File: config.mk
export PLATFORM = sky130hd
export DESIGN_NAME = control_sequencer
export DESIGN_NICKNAME = d
export VERILOG_FILES = /design/src/rtl/control_sequencer.sv
export SDC_FILE = /design/constraint.sdc
export NUM_CORES = 1
export LEC_CHECK = 0
export ABC_AREA = 1
export CORE_MARGIN = 2
export CORE_UTILIZATION = 34
export CTS_CLUSTER_SIZE = 30
export DETAILED_ROUTE_END_ITERATION = 12
export GPL_TIMING_DRIVEN = 0
export PLACE_DENSITY_LB_ADDON = 0.25
export SKIP_CTS_REPAIR_TIMING = 1
export SLEW_MARGIN = 20
export SYNTH_ARGS = -nofsm -noshare
export SYNTH_HDL_FRONTEND = slang
export SYNTH_SLANG_ARGS = --single-unit
File: constraint.sdc
create_clock -name clock -period 1.65 [get_ports clock]
set_clock_uncertainty 0.2 [all_clocks]
set_input_delay 0.4125 -clock clock [delete_from_list [all_inputs] [get_ports clock]]
set_output_delay 0.4125 -clock clock [all_outputs]
set_load 0.01 [all_outputs]
File: src/rtl/control_sequencer.sv
// Hardwired Moore sequencer: fetch (T0-T2) then a class-specific execute path (T3-T7), one instruction at a time.
// Latency FETCH0->FETCH0: reg/imm/ldi 6, ld/st 8, br 7, nop 4; no backpressure, halts on halt opcode or stop.
module control_sequencer #(
  parameter logic [4:0] ADD_OP  = 5'b00011,
  parameter logic [4:0] HALT_OP = 5'b11011,
  parameter logic [4:0] NOP_OP  = 5'b11010
) (
  input  logic        clock,
  input  logic        clear,
  input  logic        stop,
  input  logic [31:0] IR,
  input  logic        CON_FF,
  output logic        PCout,
  output logic        PCin,
  output logic        IncPC,
  output logic        MARin,
  output logic        MDRin,
  output logic        MDRout,
  output logic        Read,
  output logic        Write,
  output logic        IRin,
  output logic        Yin,
  output logic        Zin,
  output logic        Zlowout,
  output logic        CONin,
  output logic        Gra,
  output logic        Grb,
  output logic        Grc,
  output logic        Rin,
  output logic        Rout,
  output logic        BAout,
  output logic        Cout,
  output logic [4:0]  ALU_op,
  output logic        Run
);

  typedef enum logic [4:0] {
    S_RESET, S_F0, S_F1, S_F2,
    S_A3, S_RR4, S_IM4, S_WB5,
    S_LA3, S_LA4, S_LD5, S_LD6, S_LD7, S_ST6, S_ST7,
    S_BR3, S_BR4, S_BR5, S_BR6T, S_BR6N,
    S_NOP3, S_HALT
  } state_t;

  state_t     state, nxt;
  logic [4:0] op_q;
  logic [4:0] opcode;
  logic       ir_unused;

  assign opcode    = IR[31:27];
  assign ir_unused = ^IR[26:0];

  always_ff @(posedge clock or negedge clear) begin
    if (!clear) begin
      state <= S_RESET;
      op_q  <= 5'b0;
    end else begin
      state <= nxt;
      if (state == S_F2) op_q <= opcode;
    end
  end

  always_comb begin
    nxt = state;
    case (state)
      S_RESET: nxt = S_F0;
      S_F0:    nxt = S_F1;
      S_F1:    nxt = S_F2;
      S_F2: begin
        if (opcode == HALT_OP) nxt = S_HALT;
        else begin
          case (opcode)
            5'b00000, 5'b00001, 5'b00010:           nxt = S_LA3;
            5'b00011, 5'b00100, 5'b00101, 5'b00110,
            5'b01100, 5'b01101, 5'b01110:           nxt = S_A3;
            5'b10010:                               nxt = S_BR3;
            default:                                nxt = S_NOP3;
          endcase
        end
      end
      // Immediate opcodes are the only A3 users with bit 3 set
      S_A3:   nxt = op_q[3] ? S_IM4 : S_RR4;
      S_RR4:  nxt = S_WB5;
      S_IM4:  nxt = S_WB5;
      S_WB5:  nxt = S_F0;
      S_LA3:  nxt = S_LA4;
      S_LA4:  nxt = (op_q == 5'b00001) ? S_WB5 : S_LD5;
      S_LD5:  nxt = (op_q == 5'b00010) ? S_ST6 : S_LD6;
      S_LD6:  nxt = S_LD7;
      S_LD7:  nxt = S_F0;
      S_ST6:  nxt = S_ST7;
      S_ST7:  nxt = S_F0;
      S_BR3:  nxt = S_BR4;
      S_BR4:  nxt = S_BR5;
      // Branch outcome folded into the T6 state so outputs stay a pure state decode
      S_BR5:  nxt = CON_FF ? S_BR6T : S_BR6N;
      S_BR6T: nxt = S_F0;
      S_BR6N: nxt = S_F0;
      S_NOP3: nxt = S_F0;
      S_HALT: nxt = S_HALT;
      default: nxt = S_RESET;
    endcase
    if (nxt == S_F0 && stop) nxt = S_HALT;
  end

  always_comb begin
    PCout = 1'b0; PCin = 1'b0; IncPC = 1'b0; MARin = 1'b0; MDRin = 1'b0;
    MDRout = 1'b0; Read = 1'b0; Write = 1'b0; IRin = 1'b0; Yin = 1'b0;
    Zin = 1'b0; Zlowout = 1'b0; CONin = 1'b0;
    Gra = 1'b0; Grb = 1'b0; Grc = 1'b0; Rin = 1'b0; Rout = 1'b0;
    BAout = 1'b0; Cout = 1'b0;
    ALU_op = 5'b0;
    Run = (state != S_RESET) && (state != S_HALT);
    case (state)
      S_F0:   begin PCout = 1'b1; MARin = 1'b1; IncPC = 1'b1; Zin = 1'b1; end
      S_F1:   begin Zlowout = 1'b1; PCin = 1'b1; Read = 1'b1; MDRin = 1'b1; end
      S_F2:   begin MDRout = 1'b1; IRin = 1'b1; end
      S_A3:   begin Grb = 1'b1; Rout = 1'b1; Yin = 1'b1; end
      S_RR4:  begin Grc = 1'b1; Rout = 1'b1; Zin = 1'b1; ALU_op = op_q; end
      // addi/andi/ori sit 9 codes above add/and/or
      S_IM4:  begin Cout = 1'b1; Zin = 1'b1; ALU_op = op_q - 5'b01001; end
      S_WB5:  begin Zlowout = 1'b1; Gra = 1'b1; Rin = 1'b1; end
      S_LA3:  begin Grb = 1'b1; BAout = 1'b1; Yin = 1'b1; end
      S_LA4:  begin Cout = 1'b1; Zin = 1'b1; ALU_op = ADD_OP; end
      S_LD5:  begin Zlowout = 1'b1; MARin = 1'b1; end
      S_LD6:  begin Read = 1'b1; MDRin = 1'b1; end
      S_LD7:  begin MDRout = 1'b1; Gra = 1'b1; Rin = 1'b1; end
      S_ST6:  begin Gra = 1'b1; Rout = 1'b1; MDRin = 1'b1; end
      S_ST7:  begin Write = 1'b1; end
      S_BR3:  begin Gra = 1'b1; Rout = 1'b1; CONin = 1'b1; end
      S_BR4:  begin PCout = 1'b1; Yin = 1'b1; end
      S_BR5:  begin Cout = 1'b1; Zin = 1'b1; ALU_op = ADD_OP; end
      S_BR6T: begin Zlowout = 1'b1; PCin = 1'b1; end
      default: ;
    endcase
  end

endmodule

==> reports/qor.json, run 1 <==
{
  "fin_ws_ns": -0.652,
  "drv_slew": 0,
  "setup.worst_path.class": "flop to output port",
  "path_max_fanout": 6,
  "max_slew.worst_pin.slew_ns": 0.441,
  "clock_tree.root_cell": "sky130_fd_sc_hd__clkbuf_4",
  "cp-start-kind": "flop",
  "seq_area_frac_synth_pct": 23.0,
  "antenna_found_initial": 0,
  "post_synth_main_area_contributors": "sky130_fd_sc_hd__dfrtp_1 23%, sky130_fd_sc_hd__nand2_1 18%, sky130_fd_sc_hd__nand3_1 12%",
  "clockBufferDepth": 2,
  "timing.setup.tns_ns": -13.66,
  "critical_path.max_stage_delay_ns": 0.42,
  "design.core.area_um2": 3050,
  "grt_pass1_wl_um": 5060,
  "maxcap_viol_count": 0,
  "clk_pin_slew_ns": 0.07,
  "tightest_slew_margin_relative_to_the_limit_pct": 70.5,
  "layout-drive-gt1-share_pct": 52.4,
  "finalWirelength_um": 5010,
  "design_power_total_mw": 4.36,
  "num_rows": 20,
  "tritoncts": "done",
  "synth_area_per_cell_um2": 5.69,
  "diodes": 0,
  "post_synth_inst_count": 191,
  "ys_warn_count": 0,
  "via_count": 1720,
  "yosys.cell_types.count": 22,
  "max_clock_freq_mhz": 434,
  "failing_checks": "negative setup slack",
  "fp.dieArea_um2": 3660,
  "top_level_ports": 62,
  "drt-initial-drc-count": 176,
  "leakagePower_nw": 1.17,
  "drc": 0,
  "pre_cts_slack_ns": -0.794,
  "io_buffers": 34,
  "rsz0062_at_grt": "true",
  "met3_usage_pct": 1.71,
  "yosysTopAreaCell": "sky130_fd_sc_hd__dfrtp_1",
  "area_growth_syn_to_layout_pct": 94.9,
  "grt_use_met1_pct": 26.1,
  "grt.met2_usage_pct": 28.1,
  "htreeDepth": 1,
  "power_density_nw_per_um2": 2060,
  "synth.cell_area_um2": 1090,
  "cp_data_arrival_time_ns": 1.69,
  "count_of_state_elements_after_synthesis": 10,
  "gpl.final_weighted_congestion": 0.850,
  "fp.dieW_um": 60.5,
  "finish.net_count": 309,
  "synth_nets": 230,
  "hold_path_class": "input pin to async pin",
  "crit_top_cell": "sky130_fd_sc_hd__nor2_4",
  "whs_ns": 0.254,
  "post-dp-hpwl_um": 2470,
  "globalRouteOverflowTotal": 0,
  "worst_ir_drop_vdd_uv": 810,
  "worstPathCellList": "inv_2 > nor2_4 > nand2_1 > nor2_4 > nor2_4 > and2_4 > nand2_4 > buf_6",
  "finalCritPeriodShare_pct": 139,
  "antenna_violating_nets_post_route": 0,
  "drt-wirelength-per-cell_um": 16.0,
  "global_route.usage.total_pct": 17.9,
  "report.final.hold_viol_count": 0,
  "initial_utilization_pct": 35.6,
  "outcome": "complete, but fails checks",
  "grt_busiest_layer": "met2",
  "worst_setup_path_end_kind": "output port",
  "setup_viol": 30,
  "crit_slowest_cell": "sky130_fd_sc_hd__dfrtp_2",
  "cts_made_buffers": 3,
  "final_standard_cell_utilization_of_the_core_pct": 69.3,
  "synth_top_area_share_pct": 23.0,
  "num-fill-cells": 231,
  "worstSkewPairLatency_ns": 0.27,
  "layout_min_cycle_time_ns": 2.30,
  "drtPass1Iterations": 5,
  "grt_start_max_net_pins": 11,
  "critical_path_required_ns": 1.04,
  "die_height_um": 60.5,
  "routed_vias_inst": 5.50,
  "vias_in_the_first_global_route": 1161,
  "clock-sinks": 10
}
-- synth_stat cells, drive strengths merged --
cell type and instances:
inv 35, o211ai 1, nand3 25, o21a 1, nand2 55, o21ai 13
and2 1, dfrtp 10, nor2 32, ha 3, a21oi 2, o221ai 1
or2 1, o22ai 1, nand4 7, buf 2, nand3b 1
-- cell families after synthesis --
family	share of synthesized area [%]
flip-flops	23.0
buffers and inverters	13.8
AO/OA/AOI/OAI	9.68
adder cells (fa/ha/maj)	3.46
AND/OR/NAND/NOR	50.0
-- layout by cell type (no fill, tap or decap), types with 10 or more instances in the layout --
cell type                  n
sky130_fd_sc_hd__inv_1    21
sky130_fd_sc_hd__nand2_1  37
sky130_fd_sc_hd__nand2_2  10
sky130_fd_sc_hd__inv_2    10
sky130_fd_sc_hd__nand3_1  14
sky130_fd_sc_hd__buf_4    27
sky130_fd_sc_hd__buf_2    15
sky130_fd_sc_hd__buf_6    21
sky130_fd_sc_hd__nor2_1   17
sky130_fd_sc_hd__nor2_4   12
-- state kept, by name (all words and copies together) (netlist names) --
name and count:
state 5, op_q 5
-- path summary, 6_finish.rpt --
| path | from | to | slack [ns] | cells after the start |
|---|---|---|---|---|
| worst min-delay path | clear | op_q[3] | 0.25 | 1 |
| worst max register to register | state[0] | state[0] | -0.10 | 10 |
| min in group clock | op_q[4] | op_q[4] | 0.37 | 2 |
| max in group asynchronous | clear | state[0] | 0.67 | 1 |
| worst min register to register | op_q[4] | op_q[4] | 0.37 | 2 |
| worst max-delay path | state[0] | Zin | -0.65 | 8 |
-- critical path: cells and delay by family, from the launching register on --
| kind | cells | cell delay (ns) |
|---|---|---|
| AND/OR/NAND/NOR | 6 | 0.79 |
| flip-flops | 1 | 0.42 |
| buffers and inverters | 2 | 0.20 |
-- area by class of cell --
type / instances / area [um2] / area share, %
Sequential cell: 10 / 255 / 12.1
Clock buffer: 4 / 36.3 / 1.71
Multi-Input combinational cell: 144 / 965 / 45.6
Timing Repair Buffer: 74 / 623 / 29.4
Buffer: 2 / 31.3 / 1.48
Tap cell: 44 / 55.1 / 2.60
Inverter: 35 / 151 / 7.15
-- per-stage QoR --
stage,cell area [um2],cells
floorplan,1160,191
global placement,1550,269
detailed placement,1550,269
CTS,1590,273
global route,2120,313
finish,2120,313
-- report_power, final --
part | switching (mW) | leakage (nW) | internal [mW]
Combinational | 1.96 | 1.03 | 1.63
Sequential | 0.177 | 0.119 | 0.374
Clock | 0.0862 | 0.0210 | 0.134
Total | 2.22 | 1.17 | 2.14
-- per-layer routing --
| metal | share of wire (%) | wire [um] | vias up |
|---|---|---|---|
| li1 | - | - | 770 |
| met1 | 37 | 1870 | 784 |
| met2 | 48 | 2410 | 134 |
| met3 | 10 | 507 | 32 |
| met4 | 4.4 | 223 | 0 |
| met5 | 0 | 0 | - |
No activity file was read; power rests on OpenSTA's default activity.
==> run 2: changes to the inputs <==
--- a/config.mk
+++ b/config.mk
@@ -10,10 +10,9 @@
 export CORE_UTILIZATION = 34
 export CTS_CLUSTER_SIZE = 30
 export DETAILED_ROUTE_END_ITERATION = 12
-export GPL_TIMING_DRIVEN = 0
 export PLACE_DENSITY_LB_ADDON = 0.25
 export SKIP_CTS_REPAIR_TIMING = 1
-export SLEW_MARGIN = 20
+export SLEW_MARGIN = 30
 export SYNTH_ARGS = -nofsm -noshare
 export SYNTH_HDL_FRONTEND = slang
 export SYNTH_SLANG_ARGS = --single-unit
==> run 2 against run 1 <==
Effect of this change:
- the flow still finishes with violations (negative setup slack)
- power up 1.4%
- non-clock buffer count up 31
- combinational power up 4%
- setup slack better by 0.11 ns
- clock power down 23%
- global-route usage up 3.6 points
- maximum frequency up 4.9%
- critical path type unchanged
- critical endpoint unchanged
==> reports/qor.json, run 2 (synthesized netlist as in run 1, its figures left out) <==
{
  "outcome": "complete, but fails checks",
  "failing_checks": "negative setup slack",
  "layout.cells.non_filler": 344,
  "top_level_ports": 62,
  "num_rows": 20,
  "comb_power_share_pct": 84.2,
  "post-dp-hpwl_um": 2990,
  "power_density_nw_per_um2": 1920,
  "htreeDepth": 1,
  "fp.dieArea_um2": 3660,
  "globalRouteOverflowTotal": 0,
  "drt-wirelength-per-cell_um": 14.4,
  "drv_slew": 0,
  "die_height_um": 60.5,
  "vias_in_the_first_global_route": 1307,
  "top_regs": "op_q (5), state (5)",
  "critical_path_required_ns": 1.04,
  "drt-initial-drc-count": 100,
  "routed_vias_inst": 5.04,
  "initial_utilization_pct": 35.6,
  "pwr-share-seq_pct": 12.0,
  "maxcap_viol_count": 0,
  "area_growth_syn_to_layout_pct": 112,
  "layout.cells.most_common_list": "59 x sky130_fd_sc_hd__buf_4, 34 x sky130_fd_sc_hd__nand2_1, 24 x sky130_fd_sc_hd__buf_6",
  "grt_pass1_wl_um": 5880,
  "gpl.final_weighted_congestion": 0.893,
  "hold_path_class": "input pin to async pin",
  "global_route.usage.total_pct": 21.5,
  "diodes": 0,
  "share_of_total_power_in_the_clock_network_pct": 3.8,
  "total_switching_power_mw": 2.16,
  "grt_start_max_net_pins": 11,
  "setup.worst_path.class": "flop to output port",
  "tightest_slew_margin_relative_to_the_limit_pct": 69.5,
  "cellInternalPower_mw": 2.26,
  "design.core.area_um2": 3050,
  "setup_viol": 34,
  "cts_made_buffers": 3,
  "layout_min_cycle_time_ns": 2.19,
  "clk_pin_slew_ns": 0.06,
  "via_count": 1734,
  "design_power_total_mw": 4.42,
  "tritoncts": "done",
  "worstSkewPairLatency_ns": 0.26,
  "fin_area_um2": 2300,
  "finish.net_count": 340,
  "antenna_violating_nets_post_route": 0,
  "finalCritPeriodShare_pct": 133,
  "dpl_cell_area_um2": 1910,
  "rsz0062_at_grt": "true",
  "max_clock_freq_mhz": 456,
  "rr_startpoint": "state[1]",
  "worst-r2r-cell-count": 11,
  "layout-drive-gt1-share_pct": 56.7,
  "worst_ir_drop_vdd_uv": 1030,
  "clock-sinks": 10,
  "cp-start-kind": "flop",
  "cp_data_arrival_time_ns": 1.58,
  "finalWirelength_um": 4960,
  "clockBufferDepth": 2,
  "drtPass1Iterations": 4,
  "report.final.hold_viol_count": 0,
  "path_max_fanout": 6,
  "fp.dieW_um": 60.5,
  "mostFrequentLayoutCell": "sky130_fd_sc_hd__buf_4",
  "rrSetupSlack_ns": -0.14,
  "io_buffers": 34,
  "max_slew.worst_pin.slew_ns": 0.456,
  "post-place-cells": 318,
  "drc": 0,
  "clock_tree.root_cell": "sky130_fd_sc_hd__clkbuf_4",
  "worst_setup_path_end_kind": "output port",
  "fin_ws_ns": -0.543,
  "leakagePower_nw": 1.30,
  "reg2reg_to": "state[0]",
  "switching_share_pct": 48.9,
  "antenna_found_initial": 0
}
-- run 2: area by class of cell --
class                           instances  area, um2
Clock buffer                            4       26.3
Fill cell                             220        753
Inverter                               35        134
Multi-Input combinational cell        144        948
Sequential cell                        10        255
Tap cell                               44       55.1
Timing Repair Buffer                  107        881
-- run 2: routing by layer --
layer / share of wire (%) / vias up / track usage (%)
li1: - / 829 / -
met1: 43 / 815 / 32.5
met2: 49 / 72 / 33.7
met3: 5.2 / 18 / 1.28
met4: 3.3 / 0 / 5.59
met5: 0 / - / 0
-- run 2: how the worst max path moves through the flow --
stage,startpoint,to,slack (ns),cells after the start
after floorplan,state[0],Zin,-0.13,7
after global placement,state[4],ALU_op[1],-0.67,6
after detailed placement,state[4],ALU_op[1],-0.69,6
after CTS,state[4],ALU_op[1],-0.98,6
after global routing,state[1],Zin,-0.62,7
final,state[1],Zin,-0.54,7
-- run 2: stage by stage --
| stage | util (%) | worst slack (ns) | setup TNS [ns] | hold slack (ns) |
|---|---|---|---|---|
| 2_1_floorplan | - | -0.127 | -0.342 | -0.0831 |
| 3_3_place_gp | 62.6 | -0.669 | -13.68 | 0.328 |
| 3_5_place_dp | 62.6 | -0.690 | -14.14 | 0.343 |
| 4_1_cts | 63.5 | -0.976 | -21.38 | 0.273 |
| 5_1_grt | 75.3 | -0.622 | -13.59 | 0.290 |
| 6_report | 75.3 | -0.543 | -11.37 | 0.272 |
-- run 2: power groups by stage --
| stage | registers [mW] | clock network (mW) | logic (mW) |
|---|---|---|---|
| final | 0.530 | 0.169 | 3.72 |
| after detailed placement | 0.502 | 0 | 2.79 |
| after global routing | 0.545 | 0.187 | 3.98 |
| after CTS | 0.497 | 0.172 | 2.80 |
| after global placement | 0.497 | 0 | 2.76 |
| after floorplan | 0.495 | 0 | 1.36 |
-- run 2: critical path: stages, from the launching register on --
cell,delay [ns]
sky130_fd_sc_hd__dfrtp_2,0.46
sky130_fd_sc_hd__buf_6,0.14
sky130_fd_sc_hd__nor2_4,0.21
sky130_fd_sc_hd__inv_2,0.10
sky130_fd_sc_hd__nand3_2,0.10
sky130_fd_sc_hd__and2_4,0.17
sky130_fd_sc_hd__nand2_4,0.04
sky130_fd_sc_hd__buf_6,0.11
==> run 3: changes to the inputs <==
==> constraint.sdc (replaced) <==
create_clock -name clock -period 1.78 [get_ports clock]
set_clock_uncertainty 0.2 [all_clocks]
set_input_delay 0.445 -clock clock [delete_from_list [all_inputs] [get_ports clock]]
set_output_delay 0.445 -clock clock [all_outputs]
set_load 0.01 [all_outputs]
==> run 3 against run 2 <==
Effect of this change:
- setup slack improved by 0.020 ns
- die area unchanged
- register-to-register slack improved by 0.08 ns
- wire length decreased by 5.3%
- flip-flop and latch count unchanged
- highest routed layer unchanged
- combinational power decreased by 18%
- via count decreased by 2.2%
- power decreased by 17%
- clock power decreased by 5%
- the run still ends with negative setup slack left
- critical endpoint unchanged
- cell area decreased by 11%
- global-route usage increased by 0.60 points
- critical path depth increased by 2
==> reports/qor.json, run 3 (synthesized netlist as in run 1, its figures left out) <==
{
  "mostFrequentLayoutCell": "sky130_fd_sc_hd__buf_4",
  "fp.dieW_um": 60.5,
  "setup.worst_path.class": "flop to output port",
  "setup_viol": 31,
  "failing_checks": "negative setup slack",
  "global_route.usage.total_pct": 22.1,
  "met2RoutedLength_um": 2340,
  "layout_min_cycle_time_ns": 2.30,
  "crit_slowest_cell": "sky130_fd_sc_hd__dfrtp_1",
  "globalRouteOverflowTotal": 0,
  "crit_path_start": "state[3]",
  "rrSetupSlack_ns": -0.06,
  "maxcap_viol_count": 0,
  "finalCritPeriodShare_pct": 129,
  "initial_utilization_pct": 35.6,
  "num_rows": 20,
  "clk_pin_slew_ns": 0.07,
  "critical_path_required_ns": 1.13,
  "layout-drive-gt1-share_pct": 46.0,
  "report.final.hold_viol_count": 0,
  "io_buffers": 34,
  "post-dp-hpwl_um": 3040,
  "top_level_ports": 62,
  "post-place-cells": 314,
  "routed_vias_inst": 5.09,
  "antenna_violating_nets_post_route": 0,
  "drtPass1Iterations": 4,
  "design_power_total_mw": 3.67,
  "reg2reg_to": "state[1]",
  "cp_data_arrival_time_ns": 1.66,
  "dpl_cell_area_um2": 1860,
  "leakagePower_nw": 1.21,
  "topRoutingLayerUsed": "met4",
  "cp.buffers_inverters": 4,
  "whs_ns": 0.272,
  "worstPathCellList": "buf_4 > nor2_4 > buf_6 > nand3_4 > inv_2 > nor2_4 > and2_4 > nand2_4 > buf_6",
  "drt-wirelength-per-cell_um": 14.1,
  "hold_path_class": "input pin to async pin",
  "tightest_slew_margin_relative_to_the_limit_pct": 70.4,
  "fp.dieArea_um2": 3660,
  "finalWirelength_um": 4700,
  "worst_path_dominant_cell_family": "buffers and inverters",
  "max_slew.worst_pin.slew_ns": 0.443,
  "clock_tree.root_cell": "sky130_fd_sc_hd__clkbuf_4",
  "drv_slew": 0,
  "design.core.area_um2": 3050,
  "die_height_um": 60.5,
  "worst_ir_drop_vdd_uv": 711,
  "drc": 0,
  "rr_startpoint": "state[3]",
  "gpl.final_weighted_congestion": 0.867,
  "clockBufferDepth": 2,
  "grt_start_max_net_pins": 11,
  "cp-start-kind": "flop",
  "tritoncts": "done",
  "clock-sinks": 10,
  "path_max_fanout": 4,
  "worst_setup_path_end_kind": "output port",
  "worstSkewPairLatency_ns": 0.28,
  "wl_met1_um": 1840,
  "grt_pass1_wl_um": 6070,
  "fin_area_um2": 2050,
  "htreeDepth": 1,
  "rsz0062_at_grt": "true",
  "antenna_found_initial": 0,
  "area_growth_syn_to_layout_pct": 88.8,
  "power_density_nw_per_um2": 1790,
  "cts_made_buffers": 3,
  "met3RoutedLength_um": 324,
  "top_regs": "op_q (5), state (5)",
  "drt-initial-drc-count": 118,
  "finish.net_count": 330,
  "layout.cells.non_filler": 333,
  "max_clock_freq_mhz": 434,
  "fin_ws_ns": -0.523,
  "outcome": "complete, but fails checks",
  "via_count": 1696,
  "diodes": 0,
  "layout.cells.most_common_list": "57 x sky130_fd_sc_hd__buf_4, 45 x sky130_fd_sc_hd__nand2_1, 26 x sky130_fd_sc_hd__inv_1",
  "worst-r2r-cell-count": 9,
  "critical_path.max_stage_delay_ns": 0.43,
  "vias_in_the_first_global_route": 1388
}
==> run 3: power by group <==
group	internal (mW)	leakage, nW	switching (mW)	total, mW
Clock	0.0784	0.0138	0.0824	0.161
Sequential	0.344	0.121	0.117	0.461
Combinational	1.43	1.07	1.62	3.05
==> run 3: how the worst max path moves through the flow <==
stage / endpoint / cells past startpoint
final: Zin / 9
after global placement: ALU_op[0] / 6
after global routing: Zin / 9
after floorplan: Zin / 7
after detailed placement: ALU_op[1] / 5
after CTS: ALU_op[1] / 5
==> run 3: layout make-up <==
| cell class | instances | area [um2] |
|---|---|---|
| Fill cell | 263 | 1000 |
| Multi-Input combinational cell | 144 | 856 |
| Timing Repair Buffer | 97 | 733 |
| Sequential cell | 10 | 253 |
| Inverter | 35 | 131 |
| Tap cell | 44 | 55.1 |
| Clock buffer | 3 | 22.5 |
==> run 3: routing by layer <==
metal | up-vias | GRT usage, %
met5 | - | 0
met2 | 98 | 35.6
met1 | 772 | 30.4
met3 | 21 | 1.28
met4 | 0 | 10.9
li1 | 805 | -
==> run 3: worst register-to-register path, stage by stage, from the launching register on <==
cell                      delay [ns]
sky130_fd_sc_hd__dfrtp_1        0.43
sky130_fd_sc_hd__buf_4          0.17
sky130_fd_sc_hd__nor2_4         0.15
sky130_fd_sc_hd__buf_4          0.15
sky130_fd_sc_hd__buf_6          0.11
sky130_fd_sc_hd__nand2_2        0.09
sky130_fd_sc_hd__inv_2          0.07
sky130_fd_sc_hd__buf_4          0.12
sky130_fd_sc_hd__nand2_1        0.10
sky130_fd_sc_hd__nand3_1        0.16
==> run 3: stage by stage <==
step	utilization (%)	TNS (ns)	worst slack, ns
floorplan	-	-0.0316	-0.0316
global placement	60.9	-11.29	-0.545
detailed placement	60.9	-11.70	-0.551
CTS	61.6	-19.58	-0.857
global route	67.2	-12.29	-0.571
finish	67.2	-10.68	-0.523
